File: src/rtl/sdram_pkg.sv
// Shared types for the two-client SDRAM front end: bus width defaults,
// arbiter state encoding and client identifiers.
package sdram_pkg;

  localparam int DEF_ADDR_W = 24;
  localparam int DEF_DATA_W = 32;

  typedef enum logic [1:0] {
    S_WAIT_INIT = 2'd0,
    S_IDLE      = 2'd1,
    S_ISSUE     = 2'd2,
    S_RELEASE   = 2'd3
  } state_t;

  typedef enum logic {
    CLIENT_A = 1'b0,
    CLIENT_B = 1'b1
  } client_t;

  function automatic client_t other_client(input client_t c);
    return (c == CLIENT_A) ? CLIENT_B : CLIENT_A;
  endfunction

endpackage

File: src/rtl/sdram_arbiter_if.sv
// Bundle of client A/B request ports and the controller handshake.
// master = arbiter side, slave = clients plus controller side.
interface sdram_arbiter_if #(
  parameter int ADDR_W = sdram_pkg::DEF_ADDR_W,
  parameter int DATA_W = sdram_pkg::DEF_DATA_W
);

  logic              a_start;
  logic              a_we;
  logic [ADDR_W-1:0] a_addr;
  logic [DATA_W-1:0] a_d;
  logic [DATA_W-1:0] a_q;
  logic              a_done;

  logic              b_start;
  logic              b_we;
  logic [ADDR_W-1:0] b_addr;
  logic [DATA_W-1:0] b_d;
  logic [DATA_W-1:0] b_q;
  logic              b_done;

  logic              ctl_start;
  logic              ctl_we;
  logic [ADDR_W-1:0] ctl_addr;
  logic [DATA_W-1:0] ctl_d;
  logic              ctl_busy;
  logic [DATA_W-1:0] ctl_q;
  logic              ctl_q_ready;
  logic              ctl_init_done;

  modport master (
    input  a_start, a_we, a_addr, a_d,
    output a_q, a_done,
    input  b_start, b_we, b_addr, b_d,
    output b_q, b_done,
    output ctl_start, ctl_we, ctl_addr, ctl_d,
    input  ctl_busy, ctl_q, ctl_q_ready, ctl_init_done
  );

  modport slave (
    output a_start, a_we, a_addr, a_d,
    input  a_q, a_done,
    output b_start, b_we, b_addr, b_d,
    input  b_q, b_done,
    input  ctl_start, ctl_we, ctl_addr, ctl_d,
    output ctl_busy, ctl_q, ctl_q_ready, ctl_init_done
  );

endinterface

File: src/rtl/sdram_arbiter_rr_pick2.sv
// Two-way round-robin pick, purely combinational (zero latency).
// On a tie the client that did not win last time is chosen.
module rr_pick2
  import sdram_pkg::*;
(
  input  logic    req_a,
  input  logic    req_b,
  input  client_t last_grant,
  output logic    grant_valid,
  output client_t grant_id
);

  always_comb begin
    grant_valid = req_a | req_b;
    grant_id    = CLIENT_A;
    if (req_a && req_b) begin
      grant_id = other_client(last_grant);
    end else if (req_b) begin
      grant_id = CLIENT_B;
    end
  end

endmodule

File: src/rtl/sdram_arbiter.sv
// Two-client round-robin front end for the SDRAM controller; grant-to-ctl_start 1 clk,
// one access in flight, the losing client's start is simply held pending until its turn.
module sdram_arbiter
  import sdram_pkg::*;
#(
  parameter int ADDR_W = DEF_ADDR_W,
  parameter int DATA_W = DEF_DATA_W
) (
  input  logic             clk,
  input  logic             reset,
  sdram_arbiter_if.master  bus
);

  state_t            state;
  client_t           grant;
  client_t           last_grant;
  logic              init_lost;
  logic              rel_first;

  logic              ctl_start_r;
  logic              ctl_we_r;
  logic [ADDR_W-1:0] ctl_addr_r;
  logic [DATA_W-1:0] ctl_d_r;
  logic [DATA_W-1:0] a_q_r;
  logic [DATA_W-1:0] b_q_r;
  logic              a_done_r;
  logic              b_done_r;

  logic              pick_vld;
  client_t           pick_id;

  rr_pick2 u_pick (
    .req_a       (bus.a_start),
    .req_b       (bus.b_start),
    .last_grant  (last_grant),
    .grant_valid (pick_vld),
    .grant_id    (pick_id)
  );

  assign bus.ctl_start = ctl_start_r;
  assign bus.ctl_we    = ctl_we_r;
  assign bus.ctl_addr  = ctl_addr_r;
  assign bus.ctl_d     = ctl_d_r;
  assign bus.a_q       = a_q_r;
  assign bus.b_q       = b_q_r;
  assign bus.a_done    = a_done_r;
  assign bus.b_done    = b_done_r;

  always_ff @(posedge clk or negedge reset) begin
    if (!reset) begin
      state       <= S_WAIT_INIT;
      grant       <= CLIENT_A;
      last_grant  <= CLIENT_B;
      init_lost   <= 1'b0;
      rel_first   <= 1'b0;
      ctl_start_r <= 1'b0;
      ctl_we_r    <= 1'b0;
      ctl_addr_r  <= '0;
      ctl_d_r     <= '0;
      a_q_r       <= '0;
      b_q_r       <= '0;
      a_done_r    <= 1'b0;
      b_done_r    <= 1'b0;
    end else begin
      a_done_r <= 1'b0;
      b_done_r <= 1'b0;

      case (state)
        S_WAIT_INIT: begin
          if (bus.ctl_init_done) begin
            state <= S_IDLE;
          end
        end

        S_IDLE: begin
          if (!bus.ctl_init_done) begin
            state <= S_WAIT_INIT;
          end else if (!bus.ctl_busy && pick_vld) begin
            grant       <= pick_id;
            last_grant  <= pick_id;
            init_lost   <= 1'b0;
            ctl_start_r <= 1'b1;
            if (pick_id == CLIENT_A) begin
              ctl_we_r   <= bus.a_we;
              ctl_addr_r <= bus.a_addr;
              ctl_d_r    <= bus.a_d;
            end else begin
              ctl_we_r   <= bus.b_we;
              ctl_addr_r <= bus.b_addr;
              ctl_d_r    <= bus.b_d;
            end
            state <= S_ISSUE;
          end
        end

        // Refresh may stretch this state arbitrarily; there is no timeout by design.
        S_ISSUE: begin
          if (!bus.ctl_init_done) begin
            init_lost <= 1'b1;
          end
          if (bus.ctl_q_ready) begin
            if (grant == CLIENT_A) begin
              a_done_r <= 1'b1;
              if (!ctl_we_r) a_q_r <= bus.ctl_q;
            end else begin
              b_done_r <= 1'b1;
              if (!ctl_we_r) b_q_r <= bus.ctl_q;
            end
            ctl_start_r <= 1'b0;
            rel_first   <= 1'b1;
            state       <= S_RELEASE;
          end
        end

        // The forced first cycle gives the finished client time to drop a stale start.
        S_RELEASE: begin
          rel_first <= 1'b0;
          if (!bus.ctl_init_done) begin
            init_lost <= 1'b1;
          end
          if (!rel_first && !bus.ctl_busy && !bus.ctl_q_ready) begin
            state <= (init_lost || !bus.ctl_init_done) ? S_WAIT_INIT : S_IDLE;
          end
        end

        default: state <= S_WAIT_INIT;
      endcase
    end
  end

endmodule

File: src/flat_wrapper.sv
// flat-port wrapper written by rule: the top's interface ports become plain ports
module sdram_arbiter_flat import sdram_pkg::*;
#(
  parameter int ADDR_W = DEF_ADDR_W,
  parameter int DATA_W = DEF_DATA_W
)
  (clk, reset, bus_a_start, bus_a_we, bus_a_addr, bus_a_d, bus_a_q, bus_a_done, bus_b_start, bus_b_we, bus_b_addr, bus_b_d, bus_b_q, bus_b_done, bus_ctl_start, bus_ctl_we, bus_ctl_addr, bus_ctl_d, bus_ctl_busy, bus_ctl_q, bus_ctl_q_ready, bus_ctl_init_done);
  sdram_arbiter_if #(.ADDR_W(ADDR_W), .DATA_W(DATA_W)) bus_i ();
  input  logic clk;
  input  logic reset;
  input wire logic [$bits(bus_i.a_start)-1:0] bus_a_start;
  input wire logic [$bits(bus_i.a_we)-1:0] bus_a_we;
  input wire logic [$bits(bus_i.a_addr)-1:0] bus_a_addr;
  input wire logic [$bits(bus_i.a_d)-1:0] bus_a_d;
  output wire logic [$bits(bus_i.a_q)-1:0] bus_a_q;
  output wire logic [$bits(bus_i.a_done)-1:0] bus_a_done;
  input wire logic [$bits(bus_i.b_start)-1:0] bus_b_start;
  input wire logic [$bits(bus_i.b_we)-1:0] bus_b_we;
  input wire logic [$bits(bus_i.b_addr)-1:0] bus_b_addr;
  input wire logic [$bits(bus_i.b_d)-1:0] bus_b_d;
  output wire logic [$bits(bus_i.b_q)-1:0] bus_b_q;
  output wire logic [$bits(bus_i.b_done)-1:0] bus_b_done;
  output wire logic [$bits(bus_i.ctl_start)-1:0] bus_ctl_start;
  output wire logic [$bits(bus_i.ctl_we)-1:0] bus_ctl_we;
  output wire logic [$bits(bus_i.ctl_addr)-1:0] bus_ctl_addr;
  output wire logic [$bits(bus_i.ctl_d)-1:0] bus_ctl_d;
  input wire logic [$bits(bus_i.ctl_busy)-1:0] bus_ctl_busy;
  input wire logic [$bits(bus_i.ctl_q)-1:0] bus_ctl_q;
  input wire logic [$bits(bus_i.ctl_q_ready)-1:0] bus_ctl_q_ready;
  input wire logic [$bits(bus_i.ctl_init_done)-1:0] bus_ctl_init_done;
  assign bus_i.a_start = bus_a_start;
  assign bus_i.a_we = bus_a_we;
  assign bus_i.a_addr = bus_a_addr;
  assign bus_i.a_d = bus_a_d;
  assign bus_a_q = bus_i.a_q;
  assign bus_a_done = bus_i.a_done;
  assign bus_i.b_start = bus_b_start;
  assign bus_i.b_we = bus_b_we;
  assign bus_i.b_addr = bus_b_addr;
  assign bus_i.b_d = bus_b_d;
  assign bus_b_q = bus_i.b_q;
  assign bus_b_done = bus_i.b_done;
  assign bus_ctl_start = bus_i.ctl_start;
  assign bus_ctl_we = bus_i.ctl_we;
  assign bus_ctl_addr = bus_i.ctl_addr;
  assign bus_ctl_d = bus_i.ctl_d;
  assign bus_i.ctl_busy = bus_ctl_busy;
  assign bus_i.ctl_q = bus_ctl_q;
  assign bus_i.ctl_q_ready = bus_ctl_q_ready;
  assign bus_i.ctl_init_done = bus_ctl_init_done;
  sdram_arbiter #(.ADDR_W(ADDR_W), .DATA_W(DATA_W)) u_core (.clk(clk), .reset(reset), .bus(bus_i));
endmodule
File: config.mk
export PLATFORM = sky130hd
export DESIGN_NAME = sdram_arbiter_flat
export DESIGN_NICKNAME = d
export VERILOG_FILES = /design/src/rtl/sdram_pkg.sv /design/src/rtl/sdram_arbiter_if.sv /design/src/rtl/sdram_arbiter_rr_pick2.sv /design/src/rtl/sdram_arbiter.sv /design/src/flat_wrapper.sv
export SDC_FILE = /design/constraint.sdc
export NUM_CORES = 1
export LEC_CHECK = 0
export CORE_MARGIN = 5
export CORE_UTILIZATION = 38
export CTS_CLUSTER_SIZE = 20
export DETAILED_ROUTE_END_ITERATION = 12
export HOLD_SLACK_MARGIN = 0.03
export PLACE_DENSITY = 0.82
export RECOVER_POWER = 50
export SLEW_MARGIN = 25
export SYNTH_ARGS = -nofsm -noshare
export SYNTH_HDL_FRONTEND = slang
export SYNTH_HIERARCHICAL = 1
export SYNTH_SLANG_ARGS = --single-unit
File: constraint.sdc
create_clock -name clk -period 1.85 [get_ports clk]
set_clock_uncertainty 0.2 [all_clocks]
set_input_delay 0.4625 -clock clk [delete_from_list [all_inputs] [get_ports clk]]
set_output_delay 0.4625 -clock clk [all_outputs]
set_load 0.02 [all_outputs]
# == Word level (Yosys, flattened, before mapping) ==
# Index checks and enable logic that the tools add are counted.
# totals
reg_bits,130
input_bits,153
# classes
bitwise,3
n_mux,29
eq_ne,10
reduce_logical,21
# op_table
op,n
$mux 32,1
$mux 24,1
$reduce_and 4->1,5
$mux 1,18
$mux 2,5
$ne 2x2->1 const B,4
$pmux 2 s4,1
$pmux 1 s2,3
$reduce_bool 2->1,3
$eq 2x2->1 const B,2
$logic_and 1x1->1,4
$logic_not 1->1,4
$ne 2x1->1 const B,2
$ne 3x2->1 const B,1
$reduce_and 3->1,1
$eq 2x1->1 const B,1
$logic_not 2->1,1
$not 1->1,2
$reduce_and 2->1,1
$reduce_or 2->1,1
$logic_or 1x1->1,1
$or 1x1->1,1

# == Depth between registers and ports, before layout ==
# Gate-level depths: netlist (run 1).
# logic_depth
ltp_word,5
depth_mapped,6
ltp_nobuf,4

# == By module ==
# The synthesis (run 1) kept the hierarchy.
# modules_own_cells
module,seq_area_each_um2,cells_each,n_inst,area_per_inst_um2
sdram_arbiter,3254.4,351,1,5963.2
rr_pick2,0.0,2,1,13.8

# == Worst setup path before layout (run 1) ==
# No wires, ideal clock.
# synth_path
kind,in2reg
from,in bus_b_start
to,"reg u_core.ctl_d_r[1], in the netlist u_core/bus.ctl_d[1]"
stages,6
slack_ps,-48
setup_time_ps,125
n_path_buf,3
arrival_time_ps,1573
required_time_ps,1525
path_cell_list,a21boi_1 buf_6 buf_6 buf_6 mux2_2 mux2_2
# synth_between
elab_chain_len,3
word_cells_on_any_way,7
cone_classes,mux (3); bitwise (1); reduce/logical (3)
# synth_rtl
item,line,rtl
"start, declared",flat_wrapper.sv:17,input wire logic [$bits(bus_i.b_start)-1:0] bus_b_start;
"$mux 1, or another cell as far along",sdram_arbiter_rr_pick2.sv:18,end else if (req_b) begin
$mux 1 or $logic_and 1x1->1 (tied branches),"sdram_arbiter_rr_pick2.sv:16, sdram_arbiter.sv:78",
$mux 32 or $reduce_and 3->1 (tied branches),-,
"end signal, assigned",sdram_arbiter.sv:86,ctl_d_r <= bus.a_d;
"end signal, assigned",sdram_arbiter.sv:90,ctl_d_r <= bus.b_d;
"end, declared",sdram_arbiter.sv:23,logic [DATA_W-1:0] ctl_d_r;
# Several ways; a longest one is shown, not always the timed one.
# A chain may end at the register's enable or synchronous reset.

# == Worst setup path in the final report (run 1) ==
# layout_path
from,in bus_a_start
to,"reg u_core.ctl_addr_r[10], in the netlist u_core/bus.ctl_addr[10]"
# layout_between
elab_chain_len,3
word_cells_on_any_way,6
cone_classes,mux (2); bitwise (1); reduce/logical (3)
# layout_rtl
item,line,rtl
"start, declared",flat_wrapper.sv:11,input wire logic [$bits(bus_i.a_start)-1:0] bus_a_start;
$or 1x1->1 or $logic_and 1x1->1 (tied branches),"sdram_arbiter_rr_pick2.sv:14, sdram_arbiter_rr_pick2.sv:16",
$logic_and 1x1->1 or $mux 1 (tied branches),"sdram_arbiter.sv:78, sdram_arbiter_rr_pick2.sv:16",
$reduce_and 3->1 (no line) or $mux 24 (tied branches),-,
"end signal, assigned",sdram_arbiter.sv:85,ctl_addr_r <= bus.a_addr;
"end signal, assigned",sdram_arbiter.sv:89,ctl_addr_r <= bus.b_addr;
"end, declared",sdram_arbiter.sv:22,logic [ADDR_W-1:0] ctl_addr_r;
# Several ways; a longest one is shown, not always the timed one.

==> results of run 1 <==
## kinds of logic after synthesis
family | count (synthesis) | share of synthesized area, %
buffers and inverters | 23 | 4.48
multiplexers | 180 | 38.3
AO/OA/AOI/OAI | 8 | 0.858
AND/OR/NAND/NOR | 12 | 1.90
flip-flops | 130 | 54.4
## power by group
| part | switching [uW] | internal, uW |
|---|---|---|
| clock network | 1160 | 2220 |
| registers | 820 | 4280 |
| logic | 3520 | 3910 |
| total | 5510 | 10400 |
## layout make-up
class	instances	area share [%]
Clock buffer	23	4.78
Clock inverter	8	1.26
Inverter	2	0.0751
Multi-Input combinational cell	200	25.8
Sequential cell	130	32.6
Tap cell	211	2.64
Timing Repair Buffer	325	32.8
## registers in the layout, indices dropped and copies added (netlist names), named ones only
register and flops:
u_core/bus.a_done 1, u_core/state 1, u_core/bus.ctl_d 32, u_core/bus.b_done 1, u_core/last_grant 1, u_core/bus.a_q 32
u_core/bus.ctl_we 1, u_core/grant 1, u_core/bus.ctl_start 1, u_core/rel_first 1, u_core/bus.b_q 32, u_core/init_lost 1
u_core/bus.ctl_addr 24
## stage by stage
step	worst slack (ps)	utilization [%]	hold slack [ps]
6_report	-67.1	65.2	296
4_1_cts	-140	65.5	296
5_1_grt	-88.3	65.2	313
3_3_place_gp	-611	58.9	185
2_1_floorplan	-14.9	-	-33.1
3_5_place_dp	-658	58.9	193
## worst max-delay path: cells and delay by family
family,cells,cell delay [ps]
compound gates,1,170
buf+inv,5,750
mux,2,600
## per-layer routing
| metal | vias up | wire (um) | GRT usage (%) |
|---|---|---|---|
| met3 | 31 | 1150 | 5.31 |
| met5 | - | 0 | 0 |
| li1 | 1929 | - | - |
| met1 | 2091 | 6730 | 20.6 |
| met2 | 174 | 9610 | 35.3 |
| met4 | 0 | 375 | 6.22 |
## Yosys cell counts (all sizes together)
library cell,count,area share [%]
or2,1,0.10
nor4b,1,0.15
dfstp,1,0.44
buf,21,4.4
o21ai,1,0.084
a21oi,3,0.25
o21bai,1,0.13
inv,2,0.13
a21boi,1,0.13
dfrtp,129,54
o21a,1,0.13
mux2,180,38
nor3b,1,0.21
nand3b,2,0.52
nand2b,1,0.10
nor2,3,0.19
a311oi,1,0.15
nor3,3,0.63
## what timing repair did
action	CTS	global route
resized for setup	161	24
cloned	10	2
setup endpoints to repair	204	120
hold buffers	1	0
endpoints found under the hold margin	20	0
pin swaps	3	3
buffers inserted	21	4
## worst paths after layout
check | from | to | slack [ps] | depth (start not counted)
max | bus_a_start | u_core/bus.ctl_addr[10] | -70 | 8
min | u_core/bus.ctl_start | u_core/bus.ctl_start | 300 | 1
max reg2reg | u_core/last_grant | u_core/bus.ctl_d[21] | -60 | 6
min reg2reg | u_core/bus.ctl_start | u_core/bus.ctl_start | 300 | 1
max in group asynchronous | reset | u_core/bus.ctl_addr[15] | 220 | 3
min in group asynchronous | reset | u_core/bus.ctl_d[7] | 390 | 2
==> summary.md, run 1 <==
| Metric | Value |
|---|---|
| Status | finished, violations left |
| Failing checks | setup timing |
| Initial core utilization | 39.0% |
| Clock Sinks | 130 |
| Post-DP Area | 0.00901 sq mm |
| Total Wirelength | 17.9 mm |
| Kind of critical path | in2reg |
| Drt pass-1 iters | 4 |
| Syn Nets | 506 |
| Worst setup margin | -67.1 ps |
| Synth unique cells | 26 |
| Routed vias/inst | 4.70 |
| First-pass GRT wire length | 26.8 mm |
| Initial antenna violation count | 0 |
| Slew HR | 62.6% |
| CP max FO | 8 |
| Total global-route track usage | 18.9% |
| Clock buffer count from CTS | 17 |
| Maxcap violations | 0 |
| Vias in the first global route | 4,939 |
| Inst Count DP | 838 |
| Worst IR Drop VDD | 0.659 mV |
| Congestion Overflow GR | 0 |
| Type of origin of the critical path | primary input |
| WL/cell | 19.9 um |
| Die X | 135 um |
| Io pins | 277 |
| Via count | 4,225 |
| Worst EP required | 1930 ps |
| Worst path slowest cell | mux2_2 |
| Post-DRT Antenna Nets | 0 |
| Port bufs | 276 |
| P per Cell Area | 1590 mW/mm^2 |
| Final setup vio count | 61 |
| DRC | 0 |
| Cell Area, Synth | 0.00598 sq mm |
| Synth warnings | 6 |
| RSZ-0062 raised after global routing | yes |
| GPL Wtd Cong | 0.731 |
| CTS tree | built |
| Storage element area | 0.00326 sq mm |
| H-tree Lvls | 4 |
| Area Growth Syn to Fin | 67.2% |
| Arr. time, crit path | 2000 ps |
| Slew @ Worst Pin | 561 ps |
| Most common cell after layout, fill and taps aside | clkdlybuf4s50_1 |
| Multi-input gate area | 0.00258 sq mm |
| Iter 0 DRT Violations | 151 |
| Clock transition at the registers of the reported paths | 50 ps |
| Register area share after synthesis | 54.4% |
| Achievable frequency | 0.522 GHz |
| Clock period minus worst slack | 1920 ps |
| Fin Setup TNS | -2390 ps |
| Final instance area | 0.00999 sq mm |
| Crit end category | flop |
| Chip height | 135 um |
| Power Total | 15,900 uW |
| Static leakage power | 0.00465 uW |
| Hold crit path type | reg2reg |
| Share of cells above drive strength 1 | 38.4% |
| Final hold vios | 0 |
| Root buf cell | clkbuf_16 |
| Most frequent cells in the layout | clkdlybuf4s50_1, dlygate4sd2_1, dfrtp_1 |
| Site Rows | 45 |
| Syn Area/Cell | 16.9 sq um |
| Later-pin clock latency in the skew report | 400 ps |
| Fill cell count | 1,165 |
| N_diodes | 0 |
| Largest net degree at the start of global routing | 46 |
| Final Net Count | 829 |
| Cells after synthesis | 353 |
| Die area | 0.0183 sq mm |
| Core area | 0.0153 sq mm |
| Slowest stage delay, CP | 340 ps |
| Max-slew violation count | 0 |
| Worst-path cell chain | dlygate4sd2_1, buf_6, a21boi_4, buf_8, buf_12, buf_16, mux2_2, mux2_4 |
| Longest Clk Path Bufs | 2 |
| Yosys reg bits | 130 |
| Final worst-path cycle share | 104% |
| HPWL Detailed | 12.1 mm |
| Final Non-Filler Cells | 899 |
Note: power is estimated with default switching activity, not from simulation.
==> run 2: changes to the inputs <==
--- a/config.mk
+++ b/config.mk
@@ -12,6 +12,7 @@
 export HOLD_SLACK_MARGIN = 0.03
 export PLACE_DENSITY = 0.82
 export RECOVER_POWER = 50
+export SETUP_SLACK_MARGIN = 0.15
 export SLEW_MARGIN = 25
 export SYNTH_ARGS = -nofsm -noshare
 export SYNTH_HDL_FRONTEND = slang
==> summary.md, run 2 (synthesis gave the netlist of run 1 again) <==
| Metric | Value |
|---|---|
| Post-DRT Antenna Nets | 0 |
| Initial core utilization | 39.0% |
| Core area | 0.0153 sq mm |
| Io pins | 277 |
| WL/cell | 21.1 um |
| Clock period minus worst slack | 2030 ps |
| Maxcap violations | 0 |
| Clock transition at the registers of the reported paths | 60 ps |
| Crit path from | u_core/last_grant |
| Share of cells above drive strength 1 | 56.3% |
| Worst IR Drop VDD | 0.710 mV |
| Congestion Overflow GR | 0 |
| Slew HR | 40.7% |
| Fill cell count | 1,144 |
| Switching Share | 35.3% |
| HPWL Detailed | 12.6 mm |
| Clock buffer count from CTS | 17 |
| Status | finished, violations left |
| Final instance area | 0.0100 sq mm |
| Slew @ Worst Pin | 890 ps |
| Final Net Count | 844 |
| Achievable frequency | 0.493 GHz |
| Psw | 5770 uW |
| Multi-input gate area | 0.00272 sq mm |
| Pint | 10,600 uW |
| Storage element area | 0.00326 sq mm |
| Sequential power share | 31.6% |
| Final setup vio count | 90 |
| Largest net degree at the start of global routing | 66 |
| Area Growth Syn to Fin | 67.5% |
| Kind of critical path | reg2reg |
| Clock network fraction of total power | 21.7% |
| Place WS | -626 ps |
| Site Rows | 45 |
| Hold wc startpoint | u_core/bus.ctl_start |
| Initial antenna violation count | 0 |
| Reg2Reg Launch Point | u_core/last_grant |
| Vias in the first global route | 4,958 |
| Combinational share of power | 46.7% |
| First-pass GRT wire length | 28.8 mm |
| CTS tree | built |
| Max-slew violation count | 0 |
| Final hold vios | 0 |
| Post-DP Area | 0.00911 sq mm |
| P per Cell Area | 1630 mW/mm^2 |
| Most frequent cells in the layout | clkdlybuf4s50_1, mux2_4, dfrtp_1 |
| Arr. time, crit path | 2120 ps |
| Static leakage power | 0.00467 uW |
| Iter 0 DRT Violations | 166 |
| GPL Wtd Cong | 0.775 |
| Chip height | 135 um |
| Via count | 4,319 |
| Later-pin clock latency in the skew report | 420 ps |
| Crit end category | flop |
| Routed vias/inst | 4.73 |
| Worst EP required | 1950 ps |
| Drt pass-1 iters | 4 |
| CP max FO | 6 |
| Port bufs | 276 |
| Die X | 135 um |
| Clock Sinks | 130 |
| Most common cell after layout, fill and taps aside | clkdlybuf4s50_1 |
| Total global-route track usage | 20.9% |
| Total Wirelength | 19.3 mm |
| Failing checks | setup timing |
| Hold crit path type | reg2reg |
| Die area | 0.0183 sq mm |
| DRC | 0 |
| H-tree Lvls | 4 |
| Root buf cell | clkbuf_16 |
| N_diodes | 0 |
| Longest Clk Path Bufs | 2 |
| Type of origin of the critical path | flop |
| Worst setup margin | -178 ps |
| Final worst-path cycle share | 110% |
| RSZ-0062 raised after global routing | yes |
run 2: path summary, 6_finish.rpt:
path	cells after the start	endpoint	slack (ps)
min in group asynchronous	3	u_core/bus.ctl_addr[5]	660
min reg2reg	1	u_core/bus.ctl_start	270
max	7	u_core/bus.ctl_addr[4]	-180
max reg2reg	7	u_core/bus.ctl_addr[4]	-180
min	1	u_core/bus.ctl_start	270
max in group asynchronous	3	u_core/state[0]	150
run 2: what timing repair did:
item                                    in CTS  in global routing
hold endpoints to repair                   129                  0
pin swaps                                    4                  3
endpoints found under the setup margin     247                124
gates resized for setup                    571                 20
gates cloned                                14                  1
buffers inserted                            21                  3
hold buffers                                 1                  0
run 2: metrics by stage:
stage / TNS (ps) / utilization, % / std cells / power (uW) / hold WS [ps]
4_1_cts: -6270 / 65.0 / 910 / 16400 / 289
5_1_grt: -15550 / 65.4 / 914 / 17100 / 311
6_report: -7390 / 65.4 / 914 / 16300 / 274
3_3_place_gp: -57430 / 59.5 / 843 / 12900 / 267
2_1_floorplan: 0 / - / 353 / 9290 / -33.1
3_5_place_dp: -60680 / 59.5 / 843 / 13200 / 276
run 2: layer usage:
metal  global-route usage [%]  part of all wire [%]  vias up
met5                        0                     0        -
li1                         -                     -     1952
met1                     24.5                    41     2161
met2                     36.6                    52      180
met4                     7.28                   1.6        0
met3                     5.87                   5.9       26
run 2: cell type report:
class | instances | area share (%)
multi-input combinational | 200 | 27.1
tap | 211 | 2.64
timing repair buffer | 340 | 31.4
inverter | 2 | 0.0750
sequential | 130 | 32.5
clock buffer | 18 | 4.39
clock inverter | 13 | 1.85
run 2: power by group through the flow:
stage	logic (uW)	clock network, uW	registers, uW
after global placement	7800	0	5120
final	7630	3550	5160
after CTS	7600	3610	5140
after global routing	7980	3760	5330
after floorplan	2560	0	6730
after detailed placement	7990	0	5180
run 2: worst max-delay path, cell delays in order (launching register included):
cell and delay (ps):
dfstp_2 560, a21boi_4 70, buf_12 130, buf_6 120, buf_12 130, buf_16 140
mux2_4 300, mux2_4 260
==> run 3: changes to the inputs <==
--- a/config.mk
+++ b/config.mk
@@ -7,12 +7,14 @@
 export LEC_CHECK = 0
 export CORE_MARGIN = 5
 export CORE_UTILIZATION = 38
-export CTS_CLUSTER_SIZE = 20
+export CTS_CLUSTER_SIZE = 25
 export DETAILED_ROUTE_END_ITERATION = 12
+export GPL_ROUTABILITY_DRIVEN = 0
 export HOLD_SLACK_MARGIN = 0.03
 export PLACE_DENSITY = 0.82
 export RECOVER_POWER = 50
 export SETUP_SLACK_MARGIN = 0.15
+export SKIP_LAST_GASP = 1
 export SLEW_MARGIN = 25
 export SYNTH_ARGS = -nofsm -noshare
 export SYNTH_HDL_FRONTEND = slang
==> summary.md, run 3 (synthesis gave the netlist of run 1 again) <==
| Metric | Value |
|---|---|
| Status | finished, violations left |
| Drt pass-1 iters | 4 |
| Post-Route Hold Slack | 285 ps |
| Vias in the first global route | 4,965 |
| Final Net Count | 845 |
| P per Cell Area | 1630 mW/mm^2 |
| Port bufs | 276 |
| Fill cell count | 1,142 |
| Share of cells above drive strength 1 | 56.4% |
| RSZ-0062 raised after global routing | yes |
| Total global-route track usage | 20.8% |
| H-tree Lvls | 4 |
| Final worst-path cycle share | 109% |
| Clock buffer count from CTS | 17 |
| Final setup vio count | 90 |
| WL/cell | 21.0 um |
| Worst setup margin | -176 ps |
| Achievable frequency | 0.494 GHz |
| Most common cell after layout, fill and taps aside | clkdlybuf4s50_1 |
| Post-DRT Antenna Nets | 0 |
| Clock Sinks | 130 |
| Final design utilization | 65.5% |
| Via count | 4,318 |
| Met1 WL | 7.83 mm |
| Clock transition at the registers of the reported paths | 60 ps |
| Kind of critical path | reg2reg |
| Largest net degree at the start of global routing | 66 |
| Max-slew violation count | 0 |
| Metal3 WL | 1.12 mm |
| Iter 0 DRT Violations | 171 |
| Root buf cell | clkbuf_16 |
| Initial core utilization | 39.0% |
| Initial antenna violation count | 0 |
| Fin Setup TNS | -7400 ps |
| CP max FO | 6 |
| Final hold vios | 0 |
| Type of origin of the critical path | flop |
| Static leakage power | 0.00467 uW |
| Clock period minus worst slack | 2030 ps |
| Routed vias/inst | 4.72 |
| N_diodes | 0 |
| Total Wirelength | 19.2 mm |
| Failing checks | setup timing |
| CTS tree | built |
| Slew HR | 40.5% |
| Slew @ Worst Pin | 893 ps |
| First-pass GRT wire length | 28.8 mm |
| Worst IR Drop VDD | 0.717 mV |
| Site Rows | 45 |
| Io pins | 277 |
| Die area | 0.0183 sq mm |
| Crit end category | flop |
| Later-pin clock latency in the skew report | 420 ps |
| DRC | 0 |
| Place WS | -626 ps |
| Longest Clk Path Bufs | 2 |
| Highest routed layer | met4 |
| Met2 WL | 9.87 mm |
| Arr. time, crit path | 2120 ps |
| Inst Count DP | 843 |
| Chip height | 135 um |
| Maxcap violations | 0 |
| Area Growth Syn to Fin | 67.8% |
| Die X | 135 um |
| Worst EP required | 1950 ps |
| HPWL Detailed | 12.6 mm |
| Core area | 0.0153 sq mm |
| Final Non-Filler Cells | 915 |
| Hold crit path type | reg2reg |
| Congestion Overflow GR | 0 |
| Most frequent cells in the layout | clkdlybuf4s50_1, mux2_4, dfrtp_1 |
## run 3: critical path, stage by stage, from the launching register on
cell and delay (ps):
dfstp_2 560, a21boi_4 70, buf_12 130, buf_6 120, buf_12 130, buf_16 140
mux2_4 300, mux2_4 260
## run 3: worst paths after layout
check,start,end,slack [ps],cells past startpoint
min in group asynchronous,reset,u_core/bus.a_q[14],660,3
setup reg to reg,u_core/last_grant,u_core/bus.ctl_addr[4],-180,7
max in group asynchronous,reset,u_core/state[0],150,3
hold reg to reg,u_core/bus.ctl_start,u_core/bus.ctl_start,290,1
setup / recovery,u_core/last_grant,u_core/bus.ctl_addr[4],-180,7
hold / removal,u_core/bus.ctl_start,u_core/bus.ctl_start,290,1
## run 3: what timing repair did
item / in CTS / in global routing
pin swaps: 4 / 2
hold endpoints to repair: 129 / 0
hold buffers: 1 / 0
resized for setup: 564 / 26
endpoints found under the setup margin: 247 / 124
buffers inserted: 21 / 4
gates cloned: 14 / 1
## run 3: where the power goes
part / switching (uW) / internal, uW / total (uW)
logic: 3620 / 4000 / 7630
registers: 871 / 4280 / 5150
clock network: 1270 / 2280 / 3550
## run 3: cell type report
class                           instances  area [sq um]  area share [%]
Clock buffer                           18           439            4.38
Sequential cell                       130          3260            32.5
Multi-Input combinational cell        200          2710            27.1
Timing Repair Buffer                  341          3160            31.5
Inverter                                2          7.51          0.0749
Clock inverter                         13           185            1.85
Tap cell                              211           264            2.63
## run 3: metrics by stage
stage                     power, uW  instance area, sq um
after floorplan                9290                  6060
after CTS                     16300                  9930
final                         16300                 10000
after global routing          17100                 10000
after detailed placement      13200                  9110
after global placement        12900                  9110
## run 3: metal layers
metal / vias up / track usage [%]
li1: 1950 / -
met1: 2156 / 24.4
met2: 185 / 36.4
met3: 27 / 5.94
met4: 0 / 7.56
met5: - / 0
